===== config.mk =====
export PLATFORM = sky130hd
export DESIGN_NAME = hazard_ctrl
export DESIGN_NICKNAME = d
export VERILOG_FILES = /design/src/rtl/hazard_pkg.sv /design/src/rtl/fwd_sel.sv /design/src/rtl/hazard_ctrl.sv
export SDC_FILE = /design/constraint.sdc
export NUM_CORES = 1
export LEC_CHECK = 0
export ABC_AREA = 1
export CAP_MARGIN = 5
export CORE_MARGIN = 2
export CORE_UTILIZATION = 40
export CTS_BUF_LIST = sky130_fd_sc_hd__clkbuf_16
export DETAILED_ROUTE_END_ITERATION = 10
export GPL_TIMING_DRIVEN = 0
export PLACE_DENSITY = 0.8
export SETUP_SLACK_MARGIN = 0.1
export SLEW_MARGIN = 25
export SYNTH_ARGS = -nofsm -noshare
export SYNTH_HDL_FRONTEND = slang
export SYNTH_SLANG_ARGS = --single-unit

===== constraint.sdc =====
create_clock -name clk -period 1.39 [get_ports clk]
set_input_delay 0.2085 -clock clk [delete_from_list [all_inputs] [get_ports clk]]
set_output_delay 0.2085 -clock clk [all_outputs]
set_load 0.005 [all_outputs]

===== src/rtl/hazard_pkg.sv =====
// rtl/hazard_pkg.sv - shared encodings for the pipeline hazard controller
package hazard_pkg;

    localparam logic [1:0] FWD_RF = 2'b00;
    localparam logic [1:0] FWD_W  = 2'b01;
    localparam logic [1:0] FWD_M  = 2'b10;

    typedef enum logic {
        ST_IDLE = 1'b0,
        ST_WAIT = 1'b1
    } state_e;

endpackage


===== src/rtl/fwd_sel.sv =====
// rtl/fwd_sel.sv - EX-stage operand forwarding select for one source register
module fwd_sel
    import hazard_pkg::*;
(
    input  logic [4:0] rs_e_i,
    input  logic       reg_write_m_i,
    input  logic [4:0] rd_m_i,
    input  logic       reg_write_w_i,
    input  logic [4:0] rd_w_i,
    output logic [1:0] fwd_o
);

    // The MEM result is younger than the WB result, so it wins when both match.
    always_comb begin
        fwd_o = FWD_RF;
        if (reg_write_m_i && (rd_m_i != 5'd0) && (rd_m_i == rs_e_i)) begin
            fwd_o = FWD_M;
        end else if (reg_write_w_i && (rd_w_i != 5'd0) && (rd_w_i == rs_e_i)) begin
            fwd_o = FWD_W;
        end
    end

endmodule


===== src/rtl/hazard_ctrl.sv =====
// rtl/hazard_ctrl.sv - pipeline stall/flush/forward control with dmem wait FSM; HAZ_PERF_CNT_EN adds perf counters
module hazard_ctrl
    import hazard_pkg::*;
#(
    parameter int MAX_WAIT = 16,
    parameter int CNT_W    = 8
) (
    input  logic       clk,
    input  logic       rst,
    input  logic [4:0] Rs1D,
    input  logic [4:0] Rs2D,
    input  logic [4:0] Rs1E,
    input  logic [4:0] Rs2E,
    input  logic [4:0] RdE,
    input  logic       MemReadE,
    input  logic       PCSrcE,
    input  logic       RegWriteM,
    input  logic [4:0] RdM,
    input  logic       RegWriteW,
    input  logic [4:0] RdW,
    input  logic       MemReqM,
    input  logic       DmemReady,
    output logic       StallF,
    output logic       StallD,
    output logic       StallE,
    output logic       StallM,
    output logic       FlushD,
    output logic       FlushE,
    output logic       FlushW,
    output logic [1:0] ForwardAE,
    output logic [1:0] ForwardBE,
    output logic       mem_timeout
`ifdef HAZ_PERF_CNT_EN
    ,
    output logic [31:0] perf_lw_stalls,
    output logic [31:0] perf_mem_stalls,
    output logic [31:0] perf_flushes
`endif
);

    state_e           state_q, state_d;
    logic [CNT_W-1:0] wait_cnt_q, wait_cnt_d;
    logic             timeout_q, timeout_d;
    logic             lw_stall;
    logic             mem_stall;
    logic [1:0]       fwd_a, fwd_b;

    fwd_sel u_fwd_a (
        .rs_e_i        (Rs1E),
        .reg_write_m_i (RegWriteM),
        .rd_m_i        (RdM),
        .reg_write_w_i (RegWriteW),
        .rd_w_i        (RdW),
        .fwd_o         (fwd_a)
    );

    fwd_sel u_fwd_b (
        .rs_e_i        (Rs2E),
        .reg_write_m_i (RegWriteM),
        .rd_m_i        (RdM),
        .reg_write_w_i (RegWriteW),
        .rd_w_i        (RdW),
        .fwd_o         (fwd_b)
    );

    assign lw_stall  = MemReadE && (RdE != 5'd0) && ((RdE == Rs1D) || (RdE == Rs2D));
    assign mem_stall = ((state_q == ST_IDLE) && MemReqM && !DmemReady) ||
                       ((state_q == ST_WAIT) && !DmemReady);

    always_ff @(posedge clk) begin
        if (rst) begin
            state_q    <= ST_IDLE;
            wait_cnt_q <= '0;
            timeout_q  <= 1'b0;
        end else begin
            state_q    <= state_d;
            wait_cnt_q <= wait_cnt_d;
            timeout_q  <= timeout_d;
        end
    end

    // Timeout only flags the stuck access; the FSM keeps waiting for DmemReady.
    always_comb begin
        state_d    = state_q;
        wait_cnt_d = wait_cnt_q;
        timeout_d  = timeout_q | ((state_q == ST_WAIT) && (wait_cnt_q == CNT_W'(MAX_WAIT)));
        case (state_q)
            ST_IDLE: begin
                if (MemReqM && !DmemReady) begin
                    state_d    = ST_WAIT;
                    wait_cnt_d = CNT_W'(1);
                end
            end
            ST_WAIT: begin
                if (DmemReady) begin
                    state_d    = ST_IDLE;
                    wait_cnt_d = '0;
                end else if (wait_cnt_q != '1) begin
                    wait_cnt_d = wait_cnt_q + CNT_W'(1);
                end
            end
            default: begin
                state_d    = ST_IDLE;
                wait_cnt_d = '0;
            end
        endcase
    end

    // A memory stall freezes every stage, so pending flushes wait for the release cycle.
    always_comb begin
        StallF    = 1'b0;
        StallD    = 1'b0;
        StallE    = 1'b0;
        StallM    = 1'b0;
        FlushD    = 1'b0;
        FlushE    = 1'b0;
        FlushW    = 1'b0;
        ForwardAE = FWD_RF;
        ForwardBE = FWD_RF;
        if (!rst) begin
            ForwardAE = fwd_a;
            ForwardBE = fwd_b;
            if (mem_stall) begin
                StallF = 1'b1;
                StallD = 1'b1;
                StallE = 1'b1;
                StallM = 1'b1;
                FlushW = 1'b1;
            end else begin
                StallF = lw_stall;
                StallD = lw_stall;
                FlushE = lw_stall | PCSrcE;
                FlushD = PCSrcE;
            end
        end
    end

    assign mem_timeout = timeout_q;

`ifdef HAZ_PERF_CNT_EN
    logic [31:0] perf_lw_q, perf_mem_q, perf_fl_q;

    always_ff @(posedge clk) begin
        if (rst) begin
            perf_lw_q  <= '0;
            perf_mem_q <= '0;
            perf_fl_q  <= '0;
        end else begin
            if (lw_stall && !mem_stall) perf_lw_q <= perf_lw_q + 32'd1;
            if (mem_stall)              perf_mem_q <= perf_mem_q + 32'd1;
            if (PCSrcE && !mem_stall)   perf_fl_q <= perf_fl_q + 32'd1;
        end
    end

    assign perf_lw_stalls  = perf_lw_q;
    assign perf_mem_stalls = perf_mem_q;
    assign perf_flushes    = perf_fl_q;
`endif

endmodule


==> results.json <==
{
  "fin_crit_sh": 0.9962,
  "diodes": 0,
  "worstHoldStart": "rst",
  "hpwl_um": 2471,
  "layout_common_cells": "nand2_1 (33), buf_6 (23), inv_1 (22)",
  "wl_per_cell_um": 13.22,
  "cts_root_buffer": "clkbuf_16",
  "synth_warnings": 0,
  "placed_cell_area_mm2": 0.001687,
  "drt_wl_total_um": 3940,
  "synth_nets": 237,
  "first_global_vias": 1372,
  "utilization": 0.7659,
  "die_area_mm2": 0.003232,
  "post-place-ws_ns": -0.8575,
  "multiInputGateArea_um2": 982.2,
  "finalNetCount": 313,
  "final.fill_count": 206,
  "synthCells": 192,
  "fmax_mhz": 722.2,
  "setup_slack_ns": 0.005269,
  "max_slew_margin": 0.7491,
  "rsz0062_at_grt": "true",
  "peakVddDrop_mv": 0.7437,
  "area_delta_synth_final_pct": 85.78,
  "seq_area_frac_synth": 0.1792,
  "outcome": "finished, final reports clean",
  "synth_area_mm2": 0.001117,
  "crit_path_top_delay_cell": "dfxtp_2",
  "rows": 19,
  "final_hold_viol_count": 0,
  "routabilityCongestion": 0.8197,
  "clkSinkCount": 10,
  "grt-ovfl-total": 0,
  "dr.first_iter.drc_count": 53,
  "viasPerCell": 4.990,
  "crit_chain": "o21ai_4, buf_6, a21oi_4, buf_6, buf_6",
  "slew_violations": 0,
  "whs_ns": 0.1982,
  "worst_hold_path_type": "input pin to register",
  "clock_tree.buffer_depth": 2,
  "p_per_area_mw_per_mm2": 619.2,
  "ys_ff_latch": 10,
  "numCtsBuffers": 3,
  "cp_slowest_stage_delay_ns": 0.33,
  "grt_pass1_wl_um": 5747,
  "start_util": 0.4123,
  "drive_gt1_frac": 0.4981,
  "p_leak_nw": 1.040,
  "tritoncts": "yes",
  "arrival_ns": 1.18,
  "num_vias": 1487,
  "r2r-start": "wait_cnt_q[1]",
  "die_width_um": 56.85,
  "ant_nets": 0,
  "layout_commonest_cell": "nand2_1",
  "port_buffers": 53,
  "clk_latency_ns": 0.24,
  "dr.pass1.iters": 5,
  "worstPathMaxFanout": 3,
  "worst_slew_pin_slew_ns": 0.3763,
  "grt_use_total": 0.2212,
  "worstSetupPathType": "register to output pin",
  "fin_skew_ns": 0.002558,
  "required_ns": 1.18,
  "avgSynthCellArea_um2": 5.819,
  "worstSetupStartpoint": "state_q",
  "critPathLaunchType": "register",
  "final_area_mm2": 0.002076,
  "io_pins": 55,
  "finalSetupTns_ns": 0,
  "clk_pin_slew_ns": 0.04,
  "grt_max_degree": 10,
  "fp.coreArea_mm2": 0.002710,
  "drc": 0,
  "seq_area_um2": 203.9,
  "cts_max_level": 1,
  "cpMostUsedCell": "buf_6",
  "setup_viol_count_final": 0,
  "synth_cell_types": 25,
  "post-route-min-period_ns": 1.385,
  "drv_cap": 0,
  "antenna_found_initial": 0,
  "end_kind": "output pin",
  "dieHeight_um": 56.85
}
## report_power, final
part,internal (mW),switching (mW)
logic,0.240,0.219
registers,0.293,0.00464
clock network,0.379,0.150
total,0.911,0.374
## through the flow
step / instances / power, mW
after floorplan: 192 / 0.4531
after global placement: 276 / 0.6433
after detailed placement: 276 / 0.6493
after CTS: 292 / 1.175
after global routing: 298 / 1.332
final: 298 / 1.285
## final timing paths
check | endpoint | slack [ns] | cells after the start
setup / recovery | StallF | 0.005 | 5
hold / removal | wait_cnt_q[1] | 0.20 | 2
setup reg to reg | wait_cnt_q[5] | 0.06 | 11
hold reg to reg | mem_timeout | 0.47 | 1
## worst max-delay path: cells and delay by family (launching register included)
family                 cells  cell delay [ns]
buffers and inverters      3             0.35
flip-flops                 1             0.33
AO/OA/AOI/OAI              2             0.26
## repair_timing
action / 4_1_cts / 5_1_grt
resized for setup: 207 / 88
pin swaps: 54 / 43
buffers inserted: 12 / 6
hold buffers: 0 / 0
setup endpoints to repair: 19 / 19
## cells in the mapped netlist
cell type,count,area [um^2]
nand2_1,44,165.2
inv_1,32,120.1
nor2_1,30,112.6
xor2_1,12,105.1
a21oi_1,10,50.05
dfxtp_1,10,200.2
nand3_1,10,50.05
o21ai_0,10,50.05
xnor2_1,7,61.31
nor3_1,6,30.03
buf_4,3,22.52
ha_1,2,25.02
nand2_2,2,12.51
nand3_2,2,20.02
o21a_1,2,15.01
a31oi_1,1,6.260
buf_6,1,11.26
inv_4,1,6.260
nand2_4,1,11.26
nand4_1,1,6.260
nor2_2,1,6.260
nor2_4,1,11.26
nor2b_1,1,6.260
nor4_1,1,6.260
or2_2,1,6.260
## routing by layer
metal,track usage,routed length (um),vias up
met2,0.3837,2029,62
met4,0.1163,178,0
met5,0,0,-
met1,0.2549,1514,658
met3,0.04147,218,22
li1,-,-,745
## cell type report
type / instances / area share
Multi-Input combinational cell: 145 / 0.4732
Tap cell: 31 / 0.01869
Sequential cell: 10 / 0.09825
Inverter: 33 / 0.06510
Clock buffer: 3 / 0.03617
Timing Repair Buffer: 71 / 0.2851
Clock inverter: 1 / 0.001808
Buffer: 4 / 0.02170
## flip-flops by register name, indices dropped and copies added, names as in the netlist
signal,count
state_q,1
wait_cnt_q,8
mem_timeout,1
## logic make-up (layout without fill, tap and decap cells)
group	Yosys count	count (layout)	share of synthesized area
AND/OR/NAND/NOR	101	101	0.3976
AO/OA/AOI/OAI	23	23	0.1086
XOR/XNOR	19	19	0.1489
buffers and inverters	37	112	0.1433
flip-flops	10	10	0.1792
adder cells (fa/ha/maj)	2	2	0.02239
Note: power is estimated with default switching activity, not from simulation.
